--- src/rtl/cpu_bus_sequencer.sv ---
// T-cycle sequencer between microcode control and the external bus.
// Runs T0..T3 per M-cycle and stretches T2 for wait states with a timeout.
module cpu_bus_sequencer #(
    parameter int         MAX_WAIT = 15,
    parameter logic [7:0] OPEN_BUS = 8'hFF
) (
    input  logic        clk,
    input  logic        reset_n,
    input  logic        clk_en,
    input  logic        mem_enable,
    input  logic        mem_write,
    input  logic [15:0] addr_in,
    input  logic [7:0]  wdata_in,
    output logic [1:0]  t_cycle,
    output logic [7:0]  mem_data_in,
    output logic        m_cycle_end,
    output logic [15:0] ext_addr,
    output logic [7:0]  ext_wdata,
    output logic        ext_rd,
    output logic        ext_wr,
    input  logic [7:0]  ext_rdata,
    input  logic        ext_ready,
    output logic        bus_error
);

    localparam int WW = (MAX_WAIT < 1) ? 1 : $clog2(MAX_WAIT + 1);

    typedef enum logic [1:0] {
        T0 = 2'd0,
        T1 = 2'd1,
        T2 = 2'd2,
        T3 = 2'd3
    } tstate_t;

    tstate_t state, state_d;

    logic          active, active_d;
    logic          wr, wr_d;
    logic [15:0]   addr_q, addr_d;
    logic [7:0]    wdata_q, wdata_d;
    logic          rd_q, rd_d;
    logic          wr_q, wr_q_d;
    logic [7:0]    data_q, data_d;
    logic          err_q, err_d;
    logic [WW-1:0] wait_cnt, wait_cnt_d;

    logic waiting;
    logic timeout;
    logic adv;

    // A target that is not ready holds T2 until the wait budget runs out.
    assign waiting = (state == T2) && active && !ext_ready;
    assign timeout = waiting && (wait_cnt == WW'(MAX_WAIT));
    assign adv     = clk_en && (!waiting || timeout);

    always_ff @(posedge clk) begin
        if (!reset_n) begin
            state    <= T0;
            active   <= 1'b0;
            wr       <= 1'b0;
            addr_q   <= '0;
            wdata_q  <= '0;
            rd_q     <= 1'b0;
            wr_q     <= 1'b0;
            data_q   <= OPEN_BUS;
            err_q    <= 1'b0;
            wait_cnt <= '0;
        end else begin
            state    <= state_d;
            active   <= active_d;
            wr       <= wr_d;
            addr_q   <= addr_d;
            wdata_q  <= wdata_d;
            rd_q     <= rd_d;
            wr_q     <= wr_q_d;
            data_q   <= data_d;
            err_q    <= err_d;
            wait_cnt <= wait_cnt_d;
        end
    end

    always_comb begin
        state_d    = state;
        active_d   = active;
        wr_d       = wr;
        addr_d     = addr_q;
        wdata_d    = wdata_q;
        rd_d       = rd_q;
        wr_q_d     = wr_q;
        data_d     = data_q;
        err_d      = err_q;
        wait_cnt_d = wait_cnt;

        if (adv) begin
            state_d = tstate_t'(state + 2'd1);
        end

        if (clk_en) begin
            unique case (state)
                T0: begin
                    active_d = mem_enable;
                    wr_d     = mem_write;
                    rd_d     = mem_enable && !mem_write;
                    wr_q_d   = 1'b0;
                    if (mem_enable) begin
                        addr_d  = addr_in;
                        wdata_d = wdata_in;
                    end
                end
                T1: begin
                    wr_q_d = active && wr;
                end
                T2: begin
                    if (!waiting) begin
                        if (active && !wr) begin
                            data_d = ext_rdata;
                        end
                        rd_d       = 1'b0;
                        wr_q_d     = 1'b0;
                        wait_cnt_d = '0;
                    end else if (timeout) begin
                        // Timed-out reads float the bus; writes are lost.
                        if (!wr) begin
                            data_d = OPEN_BUS;
                        end
                        err_d      = 1'b1;
                        rd_d       = 1'b0;
                        wr_q_d     = 1'b0;
                        wait_cnt_d = '0;
                    end else begin
                        wait_cnt_d = wait_cnt + 1'b1;
                    end
                end
                T3: begin
                    rd_d   = 1'b0;
                    wr_q_d = 1'b0;
                end
                default: begin
                    state_d = T0;
                end
            endcase
        end
    end

    assign t_cycle     = state;
    assign m_cycle_end = clk_en && (state == T3);
    assign mem_data_in = data_q;
    assign ext_addr    = addr_q;
    assign ext_wdata   = wdata_q;
    assign ext_rd      = rd_q;
    assign ext_wr      = wr_q;
    assign bus_error   = err_q;

endmodule

--- config.mk ---
export PLATFORM = sky130hd
export DESIGN_NAME = cpu_bus_sequencer
export DESIGN_NICKNAME = d
export VERILOG_FILES = /design/src/rtl/cpu_bus_sequencer.sv
export SDC_FILE = /design/constraint.sdc
export NUM_CORES = 1
export LEC_CHECK = 0
export CAP_MARGIN = 20
export CELL_PAD_IN_SITES_DETAIL_PLACEMENT = 1
export CELL_PAD_IN_SITES_GLOBAL_PLACEMENT = 1
export CORE_UTILIZATION = 33
export CTS_BUF_LIST = sky130_fd_sc_hd__clkbuf_2 sky130_fd_sc_hd__clkbuf_4 sky130_fd_sc_hd__clkbuf_8
export CTS_CLUSTER_SIZE = 28
export DETAILED_ROUTE_END_ITERATION = 7
export GPL_TIMING_DRIVEN = 0
export PLACE_DENSITY_LB_ADDON = 0.15
export SLEW_MARGIN = 20
export SYNTH_ARGS = -nofsm -noshare
export SYNTH_HDL_FRONTEND = slang
export SYNTH_SLANG_ARGS = --single-unit
--- constraint.sdc ---
create_clock -name clk -period 3.17 [get_ports clk]
set_clock_uncertainty 0.15 [all_clocks]
set_input_delay 0.634 -clock clk [delete_from_list [all_inputs] [get_ports clk]]
set_output_delay 0.634 -clock clk [all_outputs]
set_load 0.05 [all_outputs]
==> impl_metrics.env <==
export IMPL_peakVddDrop_mv=0.259
export IMPL_syn2layout_area_growth_pct=52.0
export IMPL_p_clk_share_pct=30.4
export IMPL_cts_num_sinks=43
export IMPL_startpoint_type="primary input"
export IMPL_hold_viol_final=0
export IMPL_drt_iter0_markers=26
export IMPL_crit_arrival_ps=2220
export IMPL_power_density_nw_per_um2=428
export IMPL_rsz0062_at_grt="no"
export IMPL_grt_pass1_vias=1612
export IMPL_die_w_um=75.5
export IMPL_clock_fmax_mhz=333
export IMPL_yosysTopAreaCellShare_pct=48.3
export IMPL_cp_required_ps=2390
export IMPL_syn_avg_cell_area_um2=8.57
export IMPL_cts_buffers=5
export IMPL_cts_resized=0
export IMPL_p_int_mw=0.830
export IMPL_clk_path_buf_depth=2
export IMPL_grt_overflow=0
export IMPL_post_cts_setup_buffers=0
export IMPL_cp_max_fo=10
export IMPL_start_util_pct=34.7
export IMPL_multiInputGateArea_um2=860
export IMPL_async_flop_share_pct=0
export IMPL_row_count=26
export IMPL_p_leak_nw=0.982
export IMPL_synth_edff_count=0
export IMPL_path_class="in -> out"
export IMPL_min_period_ps=3010
export IMPL_cts_tree="yes"
export IMPL_hpwl_mm=3.56
export IMPL_switching_share_pct=28.3
export IMPL_finalSetupViolations=0
export IMPL_ant_nets=0
export IMPL_routed_wl_mm=4.76
export IMPL_crit_top_cell="clkdlybuf4s50_1"
export IMPL_seq_area_frac_synth_pct=48.3
export IMPL_min_period_over_period_pct=94.8
export IMPL_drc=0
export IMPL_vias=1720
export IMPL_clkTransAtPathRegs_ps=80
export IMPL_ys_flop_type="dfxtp_1"
export IMPL_synth_most_common_cell="nand2_1"
export IMPL_vias_per_cell=4.78
export IMPL_grt_pass1_wl_mm=7.45
export IMPL_regArea_um2=861
export IMPL_die_h_um=75.5
export IMPL_cap_violations=0
export IMPL_hold_worst_slack_ps=308
export IMPL_synth_cell_types=32
export IMPL_combPwrFrac_pct=20.0
export IMPL_synth_cells=208
export IMPL_ys_ff_latch=43
export IMPL_core_area_um2=5140
export IMPL_postCtsHoldBufs=0
export IMPL_wire_per_inst_um=13.2
export IMPL_drive_gt1_share_pct=7.93
export IMPL_outcome="complete, no violations"
export IMPL_startpoint="clk_en"
export IMPL_nets=333
export IMPL_drv_slew=0
export IMPL_tightest_slew_ps=650
export IMPL_synth_warnings=0
export IMPL_tns_ps=0
export IMPL_hold_path_class="reg -> reg"
export IMPL_slew_headroom_pct=56.2
export IMPL_io_pins=76
export IMPL_antenna_found_initial=0
export IMPL_path_cells="clkdlybuf4s50_1 -> buf_2 -> and2_1 -> clkdlybuf4s50_1"
export IMPL_n_fill_cell=643
export IMPL_final_core_util_pct=52.7
export IMPL_cts_root_buf="clkbuf_8"
export IMPL_clk_insertion_delay_late_ps=290
export IMPL_dieArea_um2=5700
export IMPL_endpoint_kind="primary output"
export IMPL_n_antenna_cell=0
export IMPL_synth_area_leader_cell="dfxtp_1"
export IMPL_r2r_start="t_cycle[0]$_SDFFE_PN0P_"
export IMPL_track_usage_pct=17.3
export IMPL_rrSetupSlack_ps=1070
export IMPL_cts_max_level=2
export IMPL_syn_num_nets=251
export IMPL_synth_area_leaders="dfxtp_1 (48%), nand2_1 (13%), a21oi_1 (7.9%)"
export IMPL_p_seq_share_pct=49.5
export IMPL_cp_slowest_stage_delay_ps=790
export IMPL_hp_start="ext_wdata[7]$_SDFFE_PN0P_"
export IMPL_place_congestion=0.727
export IMPL_portBuffers=75
export IMPL_grt_max_degree=13
export IMPL_synth_area_um2=1780
export IMPL_crit_slowest_cell="clkdlybuf4s50_1"
export IMPL_first_pass_iters=4
export IMPL_synth_common_cells="nand2_1 (60), dfxtp_1 (43), a21oi_1 (28), mux2_2 (8), or3_1 (8)"
export IMPL_p_sw_mw=0.328
[flip-flops by register name, summed over array words and instances (netlist names)]
| signal | flops |
|---|---|
| mem_data_in | 8 |
| wait_cnt | 4 |
| ext_rd | 1 |
| bus_error | 1 |
| wr | 1 |
| ext_wr | 1 |
| ext_addr | 16 |
| active | 1 |
| t_cycle | 2 |
| ext_wdata | 8 |
[cell families (layout without fill, tap and decap cells)]
family | Yosys count | after routing | synth area share [%]
mux | 12 | 12 | 7.30
buf+inv | 15 | 97 | 3.44
simple gates | 98 | 98 | 26.8
fa+ha+maj | 5 | 5 | 3.51
compound gates | 35 | 35 | 10.6
flops | 43 | 43 | 48.3
[power groups by stage]
stage	sequential [mW]	combinational (mW)	clock [mW]
finish	0.574	0.232	0.352
floorplan	0.650	0.0649	0
global placement	0.586	0.232	0
CTS	0.574	0.235	0.367
detailed placement	0.587	0.233	0
global route	0.577	0.250	0.392
[through the flow]
step                power, mW  worst slack [ps]  instances  cell area, um2
global route             1.22               104        360            2710
finish                   1.16               165        360            2710
floorplan               0.715               934        208            1780
global placement        0.817               146        353            2620
CTS                      1.18               155        360            2710
detailed placement      0.820               168        353            2620
[critical path: cells and delay by family]
family / cells / cell delay, ps
AND/OR/NAND/NOR: 1 / 150
buffers and inverters: 3 / 1440
[per-layer routing]
metal  part of all wire (%)  up-vias  GRT usage [%]  wire (um)
met5                      0        -              0          0
met4                    1.4        0           6.17         65
met3                    5.1        7           4.63        242
met2                     48       40           29.7       2270
met1                     46      811           20.8       2180
li1                       -      862              -          -
[worst paths after layout]
check / endpoint / depth (start not counted)
setup / recovery: m_cycle_end / 4
hold / removal: ext_wdata[7]$_SDFFE_PN0P_ / 2
setup reg to reg: mem_data_in[5]$_SDFFE_PN1P_ / 5
hold reg to reg: ext_wdata[7]$_SDFFE_PN0P_ / 2
[cells in the final DEF (no fill, tap or decap), drive strengths merged, types with 4 or more instances in the layout]
cell type,instances
a21oi,28
nand2,60
dfxtp,43
mux2,8
clkdlybuf4s50,75
buf,5
or3,8
clkbuf,13
mux2i,4
nand2b,5
ha,5
or2b,4
nand3,4
[cell type report]
type                       instances  share of cell area [%]
buffer                            12                    1.85
clock buffer                       6                    3.05
clock inverter                     1                   0.185
inverter                           3                   0.416
multi-input combinational        150                    31.7
sequential                        43                    31.8
tap                               70                    3.23
timing repair buffer              75                    27.7
Note: power is estimated with default switching activity, not from simulation.
